$ cat config.mk
export PLATFORM = sky130hd
export DESIGN_NAME = faddsub_sched
export DESIGN_NICKNAME = d
export VERILOG_FILES = /design/src/rtl/faddsub_sched.sv
export SDC_FILE = /design/constraint.sdc
export NUM_CORES = 1
export LEC_CHECK = 0
export ABC_AREA = 1
export BUFFER_PORTS_ARGS = -buffer_cell sky130_fd_sc_hd__buf_2
export CAP_MARGIN = 20
export CORE_AREA = 2 2 205 207
export DETAILED_ROUTE_END_ITERATION = 8
export DIE_AREA = 0 0 207 209
export RECOVER_POWER = 100
export SLEW_MARGIN = 0
export SYNTH_ARGS = -nofsm -noshare
export SYNTH_HDL_FRONTEND = slang
export SYNTH_SLANG_ARGS = --single-unit
$ cat constraint.sdc
create_clock -name i_CLK -period 2.3 [get_ports i_CLK]
set_input_delay 0.115 -clock i_CLK [delete_from_list [all_inputs] [get_ports i_CLK]]
set_output_delay 0.115 -clock i_CLK [all_outputs]
set_load 0.05 [all_outputs]
$ cat src/rtl/faddsub_sched.sv
// faddsub_sched: round-robin scheduler sharing one pipelined FP32 add/sub unit
// between NUM_REQ requesters.
//
// Ports:
//   i_CLK, i_NRST        clock, asynchronous active-low reset
//   i_REQ_VALID/OP_A/OP_B/SUB, o_REQ_READY
//                        per-requester request handshake (operands packed 32 bits each)
//   o_FU_VALID/OP_A/OP_B/ADD_or_SUB
//                        registered issue port to the unit
//   i_FU_RESULT/FLAGS    unit result, FU_LAT cycles after o_FU_VALID
//   o_RESP_VALID/RESULT/FLAGS, i_RESP_READY
//                        per-requester response buffers and handshake
module faddsub_sched #(
    parameter int unsigned NUM_REQ = 4,
    parameter int unsigned FU_LAT  = 3
) (
    input  logic                  i_CLK,
    input  logic                  i_NRST,
    input  logic [NUM_REQ-1:0]    i_REQ_VALID,
    input  logic [NUM_REQ*32-1:0] i_REQ_OP_A,
    input  logic [NUM_REQ*32-1:0] i_REQ_OP_B,
    input  logic [NUM_REQ-1:0]    i_REQ_SUB,
    output logic [NUM_REQ-1:0]    o_REQ_READY,
    output logic                  o_FU_VALID,
    output logic [31:0]           o_FU_OP_A,
    output logic [31:0]           o_FU_OP_B,
    output logic                  o_FU_ADD_or_SUB,
    input  logic [31:0]           i_FU_RESULT,
    input  logic [4:0]            i_FU_FLAGS,
    output logic [NUM_REQ-1:0]    o_RESP_VALID,
    output logic [NUM_REQ*32-1:0] o_RESP_RESULT,
    output logic [NUM_REQ*5-1:0]  o_RESP_FLAGS,
    input  logic [NUM_REQ-1:0]    i_RESP_READY
);

    localparam int unsigned TAG_W = $clog2(NUM_REQ);

    logic [NUM_REQ-1:0]    busy_q, busy_d;
    logic [TAG_W-1:0]      rr_ptr_q, rr_ptr_d;

    logic                  issue_valid_q, issue_valid_d;
    logic [31:0]           issue_a_q, issue_a_d;
    logic [31:0]           issue_b_q, issue_b_d;
    logic                  issue_sub_q, issue_sub_d;
    logic [TAG_W-1:0]      issue_tag_q, issue_tag_d;

    logic [FU_LAT-1:0]     pipe_vld_q;
    logic [TAG_W-1:0]      pipe_tag_q [FU_LAT];

    logic [NUM_REQ-1:0]    resp_valid_q, resp_valid_d;
    logic [NUM_REQ*32-1:0] resp_result_q, resp_result_d;
    logic [NUM_REQ*5-1:0]  resp_flags_q, resp_flags_d;

    logic [NUM_REQ-1:0]    eligible;
    logic [NUM_REQ-1:0]    grant;
    logic [TAG_W-1:0]      grant_tag;
    logic                  found;
    logic                  accept;
    logic [NUM_REQ-1:0]    handshake;
    logic [TAG_W-1:0]      out_tag;
    int unsigned           idx;

    assign eligible = i_REQ_VALID & ~busy_q;

    // First eligible requester at or after rr_ptr, wrapping.
    always_comb begin
        grant     = '0;
        grant_tag = '0;
        found     = 1'b0;
        idx       = 0;
        for (int unsigned k = 0; k < NUM_REQ; k++) begin
            idx = (32'(rr_ptr_q) + k) % NUM_REQ;
            if (!found && eligible[idx]) begin
                found      = 1'b1;
                grant[idx] = 1'b1;
                grant_tag  = TAG_W'(idx);
            end
        end
    end

    // Grant is masked while reset is held so every output reads zero.
    assign o_REQ_READY = grant & {NUM_REQ{i_NRST}};
    assign accept      = found & i_NRST;
    assign handshake   = resp_valid_q & i_RESP_READY;
    assign out_tag     = pipe_tag_q[FU_LAT-1];

    always_comb begin
        busy_d        = (busy_q | o_REQ_READY) & ~handshake;
        rr_ptr_d      = rr_ptr_q;
        issue_valid_d = accept;
        issue_a_d     = issue_a_q;
        issue_b_d     = issue_b_q;
        issue_sub_d   = issue_sub_q;
        issue_tag_d   = issue_tag_q;
        if (accept) begin
            rr_ptr_d    = TAG_W'((32'(grant_tag) + 1) % NUM_REQ);
            issue_a_d   = i_REQ_OP_A[32*grant_tag +: 32];
            issue_b_d   = i_REQ_OP_B[32*grant_tag +: 32];
            issue_sub_d = i_REQ_SUB[grant_tag];
            issue_tag_d = grant_tag;
        end
    end

    // The busy credit guarantees the target buffer is empty when a result lands.
    always_comb begin
        resp_valid_d  = resp_valid_q & ~handshake;
        resp_result_d = resp_result_q;
        resp_flags_d  = resp_flags_q;
        if (pipe_vld_q[FU_LAT-1]) begin
            resp_valid_d[out_tag]            = 1'b1;
            resp_result_d[32*out_tag +: 32]  = i_FU_RESULT;
            resp_flags_d[5*out_tag +: 5]     = i_FU_FLAGS;
        end
    end

    always_ff @(posedge i_CLK or negedge i_NRST) begin
        if (!i_NRST) begin
            busy_q        <= '0;
            rr_ptr_q      <= '0;
            issue_valid_q <= 1'b0;
            issue_a_q     <= '0;
            issue_b_q     <= '0;
            issue_sub_q   <= 1'b0;
            issue_tag_q   <= '0;
            resp_valid_q  <= '0;
            resp_result_q <= '0;
            resp_flags_q  <= '0;
        end else begin
            busy_q        <= busy_d;
            rr_ptr_q      <= rr_ptr_d;
            issue_valid_q <= issue_valid_d;
            issue_a_q     <= issue_a_d;
            issue_b_q     <= issue_b_d;
            issue_sub_q   <= issue_sub_d;
            issue_tag_q   <= issue_tag_d;
            resp_valid_q  <= resp_valid_d;
            resp_result_q <= resp_result_d;
            resp_flags_q  <= resp_flags_d;
        end
    end

    // Tag pipe tracks which requester owns the unit output each cycle.
    always_ff @(posedge i_CLK or negedge i_NRST) begin
        if (!i_NRST) begin
            pipe_vld_q <= '0;
            for (int k = 0; k < int'(FU_LAT); k++) begin
                pipe_tag_q[k] <= '0;
            end
        end else begin
            for (int k = int'(FU_LAT) - 1; k > 0; k--) begin
                pipe_vld_q[k] <= pipe_vld_q[k-1];
                pipe_tag_q[k] <= pipe_tag_q[k-1];
            end
            pipe_vld_q[0] <= issue_valid_q;
            pipe_tag_q[0] <= issue_tag_q;
        end
    end

    assign o_FU_VALID      = issue_valid_q;
    assign o_FU_OP_A       = issue_a_q;
    assign o_FU_OP_B       = issue_b_q;
    assign o_FU_ADD_or_SUB = issue_sub_q;
    assign o_RESP_VALID    = resp_valid_q;
    assign o_RESP_RESULT   = resp_result_q;
    assign o_RESP_FLAGS    = resp_flags_q;

endmodule
# Word level (Yosys, flattened, before mapping)

Cells that the tools add are included.
Widths: inputs -> output; s select.

Register bits: 235
Input bits: 307
Output and inout bits: 222
Word-level logic and storage cells: 97

$add $sub $neg: 6
Multipliers: 1
Magnitude comparators: 11
Shift operators: 6
Muxes and demuxes: 35
Bitwise logic cells: 13
Reductions and logical operators: 11

Operators by type and width:

| kind                      | count |
|---|---|
| $shiftx 128x8->32         | 2 |
| $bwmux 128                | 1 |
| $shift 32x34->128 const A | 1 |
| $shiftx 32x34->128        | 1 |
| $neg 5->34                | 1 |
| $neg 7->34                | 1 |
| $shift 5x34->20 const A   | 1 |
| $shiftx 5x34->20          | 1 |
| $and 4x4->4               | 5 |
| $bwmux 20                 | 1 |
| $mux 4                    | 5 |
| $or 4x4->4                | 5 |
| $lt 2x3->1 const B        | 6 |
| $mux 1                    | 14 |
| $bmux 1 s2                | 5 |
| $demux 1 s2               | 5 |
| $ge 2x1->1 const B        | 5 |
| $logic_and 1x1->1         | 8 |
| $mux 2                    | 4 |
| $not 4->4                 | 2 |
| $mul 3x2->5 const A       | 1 |
| $add 2x1->2 const B       | 2 |
| $add 2x2->2 const B       | 2 |
| $logic_not 1->1           | 3 |
| $and 1x1->1               | 1 |

# Depth between registers and ports, before layout

Gate-level depths: netlist (run 1).

Depth after elaboration: 17
Gate-level depth with buffers: 17
Gate-level depth less buffers: 14

# Least setup slack after synthesis (run 1)

Ideal clock, no wire load.

Path kind: register to register
Start: reg rr_ptr_q[1]
End: reg issue_a_q[10], in the netlist o_FU_OP_A[10]
Setup time: 118 ps
Arrival time: 2,204 ps
Data required time: 2,182 ps
Path slack: -21 ps
Cell stages (with the launch flop): 15
Path buffers: 2
Period minus slack after synthesis: 2,321 ps
Path through: dfrtp_1 > inv_1 > ha_1 > inv_1 > nand3_1 > nand2_2 > nand4_2 > nand2_2 > buf_4 > buf_2 > nand3_1 > nand3_1 > nand2_1 > nand2_1 > nand2_1

Cells in the longest elaborated chain, start to end: 13
Elaborated cells on any way between the ends: 27
Classes of those cells: add/sub: 3; shift: 1; mux: 16; bitwise: 1; reduce/logical: 6

Ends and longest elaborated chain:

| element                                              | RTL line | source |
|---|---|---|
| from (decl)                                          | 39       | `logic [TAG_W-1:0] rr_ptr_q, rr_ptr_d;` |
| from (signal assigned)                               | 130      | `rr_ptr_q <= rr_ptr_d;` |
| branches (longest 13 deep; another with $add 2x1->2) | --       |  |
| to (signal assigned)                                 | 132      | `issue_a_q <= issue_a_d;` |
| to (decl)                                            | 42       | `logic [31:0] issue_a_q, issue_a_d;` |

Several ways; the timed one is not identified. The select of a mux whose other input is x is not followed.
A chain may end at the register's enable or synchronous reset.

# Final worst setup path (run 1)

Start: reg rr_ptr_q[0]
End: out o_REQ_READY[0]

Cells in the longest elaborated chain, start to end: 13
Elaborated cells on any way between the ends: 48
Classes of those cells: add/sub: 3; order compare: 8; mux: 23; bitwise: 4; reduce/logical: 10

Ends and longest elaborated chain:

| element                                             | RTL line | source |
|---|---|---|
| branches (longest 11 deep; another with $lt 2x3->1) | --       |  |
| $mux 4 (*)                                          | 73       | `if (!found && eligible[idx]) begin` |
| $and 4x4->4 (*)                                     | 82       | `assign o_REQ_READY = grant & {NUM_REQ{i_NRST}};` |
| to (decl)                                           | 23       | `output logic [NUM_REQ-1:0] o_REQ_READY,` |

Mark *: on every way between the ends. The select of a mux whose other input is x is not followed.

==> results of run 1 <==
cell type report:
class                      instances  area (um^2)
clock inverter                    13          140
fill                            3969        21100
timing repair buffer             865         6020
clock buffer                      38          810
inverter                         261          985
antenna                           13         32.5
sequential                       235         5880
multi-input combinational       1144         5680
tap                              539          674
sequential cells by signal, indices dropped and copies added, names as in the netlist:
register	flops
o_RESP_RESULT	128
o_FU_OP_A	32
o_FU_OP_B	32
o_RESP_FLAGS	20
busy_q	4
o_RESP_VALID	4
pipe_tag_q	4
pipe_vld_q	3
issue_tag_q	2
out_tag	2
rr_ptr_q	2
o_FU_ADD_or_SUB	1
o_FU_VALID	1
logic make-up (layout without fill, tap and decap cells):
| family | count (synthesis) | in the layout | share of synthesized area (%) |
|---|---|---|---|
| AO/OA/AOI/OAI | 168 | 168 | 6.82 |
| adder cells (fa/ha/maj) | 16 | 16 | 1.57 |
| buffers and inverters | 370 | 1177 | 12.2 |
| flip-flops | 235 | 235 | 46.2 |
| other | 0 | 13 | 0 |
| AND/OR/NAND/NOR | 960 | 960 | 33.2 |
synth_stat cells (all sizes together) (4+ instances only):
| cell | count |
|---|---|
| nand2 | 628 |
| inv | 261 |
| nand3 | 250 |
| dfrtp | 235 |
| o21ai | 158 |
| nand3b | 65 |
| buf | 55 |
| clkbuf | 54 |
| ha | 16 |
| nor2 | 12 |
| nand4 | 5 |
| a21boi | 4 |
| o211ai | 4 |
worst max-delay path: stages, from the launching register on:
cell      delay, ps
dfrtp_2         440
inv_6            70
buf_8           120
nand3_4          80
nand2_2          90
nand2_1          90
nand2_4         100
nand3_4          90
buf_6           120
o211ai_1        180
o21ai_1         120
inv_1           110
buf_6           160
what timing repair did:
| action | 4_1_cts | 5_1_grt |
|---|---|---|
| pin swaps | 19 | 21 |
| hold buffers | 241 | 0 |
| gates cloned | 4 | 2 |
| setup buffers | 18 | 4 |
| endpoints found under the setup margin | 52 | 70 |
| resized for setup | 56 | 54 |
| hold endpoints to repair | 320 | 0 |
power breakdown:
part	leakage (uW)	switching (uW)	internal [uW]
Sequential	0.00305	1120	6020
Clock	0.000456	1880	2700
Combinational	0.00706	18100	8340
worst paths after layout:
path	cells past startpoint	end	slack, ps
min in group asynchronous	2	o_RESP_RESULT[104]	80
worst max register to register	18	o_FU_OP_A[13]	-150
worst min register to register	0	pipe_vld_q[1]	340
max in group asynchronous	3	o_FU_OP_A[0]	1080
worst max-delay path	12	o_REQ_READY[0]	-160
worst min-delay path	7	o_FU_OP_A[11]	6
through the flow:
step	instance area (um^2)	instances	utilization, %	total power (uW)
2_1_floorplan	12700	1749	-	23300
3_3_place_gp	16300	2777	39.6	30500
3_5_place_dp	16300	2777	39.6	30700
4_1_cts	20200	3090	48.9	37600
5_1_grt	20200	3106	49.0	40800
6_report	20200	3108	49.0	38200
metal layers:
metal	GRT usage [%]	routed length [um]	vias to the layer above
met5	0	55	-
met4	14.4	3290	8
met3	5.55	4310	196
met2	44.1	27400	774
met1	28.5	21700	7030
li1	-	-	7037
==> run summary, run 1 <==
status: complete, but fails checks
failing checks: setup timing
Final ANT Viol Nets: 0
DR iter-0 viols: 1,174
first-pass GRT wire length: 86,200 um
Setup Skew: 21.2 ps
Synth top area share: 46.2%
GR Util All Layers: 25.2%
Worst Max-Slew Pin Slew: 886 ps
Final Slew Violations: 0
CP Class: flop to primary output
Clk pin slew, worst setup/hold paths: 70 ps
DRC: 0
GP Congestion: 0.945
full die area: 43,300 um^2
Min-Delay Path Class: input port to flop
H-tree levels: 1
MaxCap Viol Count: 0
final setup fails: 41
vias in the first global route: 15,400
async set-reset flop share out of synthesis: 100%
Setup crit end kind: primary output
r2r startpoint: rr_ptr_q[0]
Boundary Pins: 529
Die Ht: 209 um
layout cells sized above 1: 20.9%
Post-Syn Area per Cell: 7.28 um^2
Root Driver: clkbuf_16
post-route minimum period: 2460 ps
Max-slew headroom: 41.2%
Area Overhead vs Synth: 58.7%
Final Hold Viols: 0
P_leak: 0.0106 uW
VDD IR max: 1.23 mV
Post-layout nets: 2,858
Synth cell types: 26
synth warn: 0
Worst Setup SP: rr_ptr_q[0]
CTS buffer count: 28
commonest non-fill, non-tap cell in the layout: nand2_1
dpl ws: -63.7 ps
commonest cells after routing, fill and taps aside: nand2_1 (598), buf_2 (306), inv_1 (257)
grt total ovfl: 0
initial antenna violation count: 18
Peak Freq: 407 MHz
Die X: 207 um
Area contributors post-synth: dfrtp_1 (46%), nand2_1 (18%), nand3_1 (9.5%)
Max Buffers Root-to-Sink: 3
Worst Path Required: 2180 ps
Post-synth EDFFs: 0
core area: 41,300 um^2
Clock Latency Late Sink: 560 ps
Hold Crit Start: i_REQ_OP_A[11]
Post-Syn Nets: 2,072
Mapped Cells: 1,749
Starting Density: 30.9%
final hold slack: 6.16 ps
setup ws final: -155 ps
final period utilization: 107%
pin count of the biggest net entering global routing: 131
DPL Wire Length: 38,400 um
CTS sink cnt: 235
CTS tree: built
Detailed Routing Iterations Pass 1: 5
crit path DAT: 2340 ps
# rows: 75
setup TNS: -2010 ps
cell area after synthesis: 12,700 um^2
Avg WL per Cell: 18.3 um
unrepaired setup endpoints after global routing: true
CP Launch Type: flop
via count: 15,000
routed wire length: 56,800 um
Seq/Total Area, Yosys: 46.2%
vias per cell: 4.84
port buffer count: 528
Primary FF master, synth: dfrtp_1
crit path max fanout: 5
cell taking the most area after synthesis: dfrtp_1
Power Density: 1890 nW/um^2
FF+latch count, synth: 235
Power figures use the tool's default switching activity.
==> inputs of run 2 (changes only) <==
--- a/config.mk
+++ b/config.mk
@@ -9,6 +9,7 @@
 export BUFFER_PORTS_ARGS = -buffer_cell sky130_fd_sc_hd__buf_2
 export CAP_MARGIN = 20
 export CORE_AREA = 2 2 205 207
+export CTS_CLUSTER_DIAMETER = 120
 export DETAILED_ROUTE_END_ITERATION = 8
 export DIE_AREA = 0 0 207 209
 export RECOVER_POWER = 100
==> constraint.sdc (replaced) <==
create_clock -name i_CLK -period 2.3 [get_ports i_CLK]
set_input_delay 0.115 -clock i_CLK [delete_from_list [all_inputs] [get_ports i_CLK]]
set_output_delay 0.115 -clock i_CLK [all_outputs]
set_load 0.02 [all_outputs]
==> run 2 against run 1 <==
- the flow still finishes with violations (setup timing)
- flip-flop and latch count unchanged
- non-clock buffer count up 10
- clock power up 2%
- die area stayed put
- combinational power decreased by 10%
- core utilization grew 0.82 points
- count of clock-buffer cells in the layout down 2
- critical path depth rose by 4
- register-to-register slack gained 40 ps
- total power shrank 6.8%
- global-route usage grew 0.39 points
- fmax rose by 1.7%
- critical path type is now flop to flop
- largest cell class unchanged
==> run summary, run 2 (synthesis gave the netlist of run 1 again) <==
reg2reg setup slack: -110 ps
unrepaired setup endpoints after global routing: true
Setup Skew: 9.50 ps
layout cells sized above 1: 22.6%
grt total ovfl: 0
GR Util All Layers: 25.6%
DPL Wire Length: 38,100 um
CP Launch Type: flop
CP Class: flop to flop
vias in the first global route: 15,400
DRC: 0
Clock Latency Late Sink: 560 ps
Die Ht: 209 um
RR Endpoint: o_FU_OP_A[20]
Post-DP Area: 16,200 um^2
crit-path leading delay family: buffers and inverters
Root Driver: clkbuf_16
port buffer count: 528
Reg area: 5880 um^2
Setup crit end kind: flop
final period utilization: 105%
R2R depth: 16
setup ws final: -113 ps
crit path max fanout: 6
Post-layout nets: 2,868
max reg flops: 128
area of the multi-input gates: 5910 um^2
Final Slew Violations: 0
Area Overhead vs Synth: 61.4%
Worst Max-Slew Pin Slew: 814 ps
r2r startpoint: rr_ptr_q[0]
final setup fails: 69
setup TNS: -4040 ps
CTS buffer count: 28
Min-Delay Path Class: input port to flop
Largest stage delay, worst path: 430 ps
Die X: 207 um
CP max stage cell: dfrtp_1
Detailed Routing Iterations Pass 1: 8
CP most frequent cell: nand2_1
status: complete, but fails checks
post-route minimum period: 2410 ps
core area: 41,300 um^2
first-pass GRT wire length: 87,800 um
P_leak: 0.0107 uW
Max Buffers Root-to-Sink: 3
DR iter-0 viols: 1,253
Hold Path End: o_FU_OP_A[2]
CTS tree: built
dpl ws: -90.9 ps
pin count of the biggest net entering global routing: 131
MaxCap Viol Count: 0
Clk pin slew, worst setup/hold paths: 60 ps
Final Hold Viols: 0
Hold Crit Start: i_REQ_OP_A[2]
CTS sink cnt: 235
non-filler instance count after layout: 3,116
VDD IR max: 0.868 mV
Boundary Pins: 529
Avg WL per Cell: 19.3 um
GP Congestion: 0.950
initial antenna violation count: 13
Power Density: 1730 nW/um^2
full die area: 43,300 um^2
Min-Delay Path Depth: 7
H-tree levels: 1
Worst Path Required: 2790 ps
routed wire length: 60,100 um
commonest non-fill, non-tap cell in the layout: nand2_1
Final ANT Viol Nets: 0
Post-Layout Inst Area: 20,600 um^2
# rows: 75
vias per cell: 4.94
worst-path cell chain: inv_6 -> ha_4 -> inv_4 -> nand3_4 -> nand2_8 -> buf_4 -> buf_4 -> nand4_1 -> nand2_2 -> a21oi_4 -> buf_6 -> clkbuf_16 -> nand3_2 -> nand2_1 -> nand2_1 -> nand2_1
Max-slew headroom: 45.8%
crit path DAT: 2910 ps
Inst Count DP: 2,770
Starting Density: 30.9%
CP bufs+invs: 6
final hold slack: 14.9 ps
Peak Freq: 414 MHz
via count: 15,400
failing checks: setup timing
commonest cells after routing, fill and taps aside: nand2_1 (593), buf_2 (305), inv_1 (257)
number of fill cells: 3,958
## run 2: cell types whose count changed in the layout (fill, tap and decap cells not counted), moves of 6 or more
cell	before	now
nand3_1	217	182
buf_12	26	18
clkbuf_16	31	37
dlygate4sd3_1	241	253
nand3_2	23	54
## run 2: worst max-delay path by stage
stage	startpoint	to	slack (ps)	cells past startpoint
after detailed placement	rr_ptr_q[0]	o_FU_OP_B[0]	-90	13
after floorplan	rr_ptr_q[0]	o_FU_OP_A[10]	10	15
final	rr_ptr_q[0]	o_FU_OP_A[20]	-110	16
after global routing	rr_ptr_q[0]	o_REQ_READY[3]	-240	11
after CTS	rr_ptr_q[0]	o_REQ_READY[0]	-130	11
after global placement	rr_ptr_q[0]	o_FU_OP_B[0]	-50	13
## run 2: through the flow
step,utilization (%),power (uW)
finish,49.8,35600
global route,49.8,37900
CTS,48.7,33000
detailed placement,39.3,26500
global placement,39.3,26300
floorplan,-,19500
## run 2: repair_timing
item	CTS	global route
gates resized for setup	57	106
pin swaps	18	75
endpoints found under the hold margin	328	0
hold buffers	253	0
endpoints found under the setup margin	51	71
buffers inserted	14	9
cloned	3	9
## run 2: worst register-to-register path, cell delays in order, from the launching register on
cell and delay (ps):
dfrtp_1 430, inv_6 60, ha_4 310, inv_4 50, nand3_4 80, nand2_8 90, buf_4 140, buf_4 120
nand4_1 70, nand2_2 80, a21oi_4 270, buf_6 200, clkbuf_16 180, nand3_2 70, nand2_1 70, nand2_1 50
nand2_1 80
## run 2: final cells by class
type,instances,share of cell area (%)
clock buffer,36,3.95
inverter,261,4.80
clock inverter,16,0.773
antenna,10,0.122
multi-input combinational,1144,28.7
timing repair buffer,875,29.7
tap,539,3.28
sequential,235,28.6
## run 2: where the power goes
group	internal [uW]	switching, uW
combinational	8550	15200
sequential	6020	1140
clock	2730	1920
## run 2: routing by layer
layer	GRT usage [%]	vias up	wire length (um)
met5	0	-	55
met3	5.28	240	4770
met2	44.7	870	29000
li1	-	7059	-
met1	29.7	7210	22700
met4	13.1	8	3570
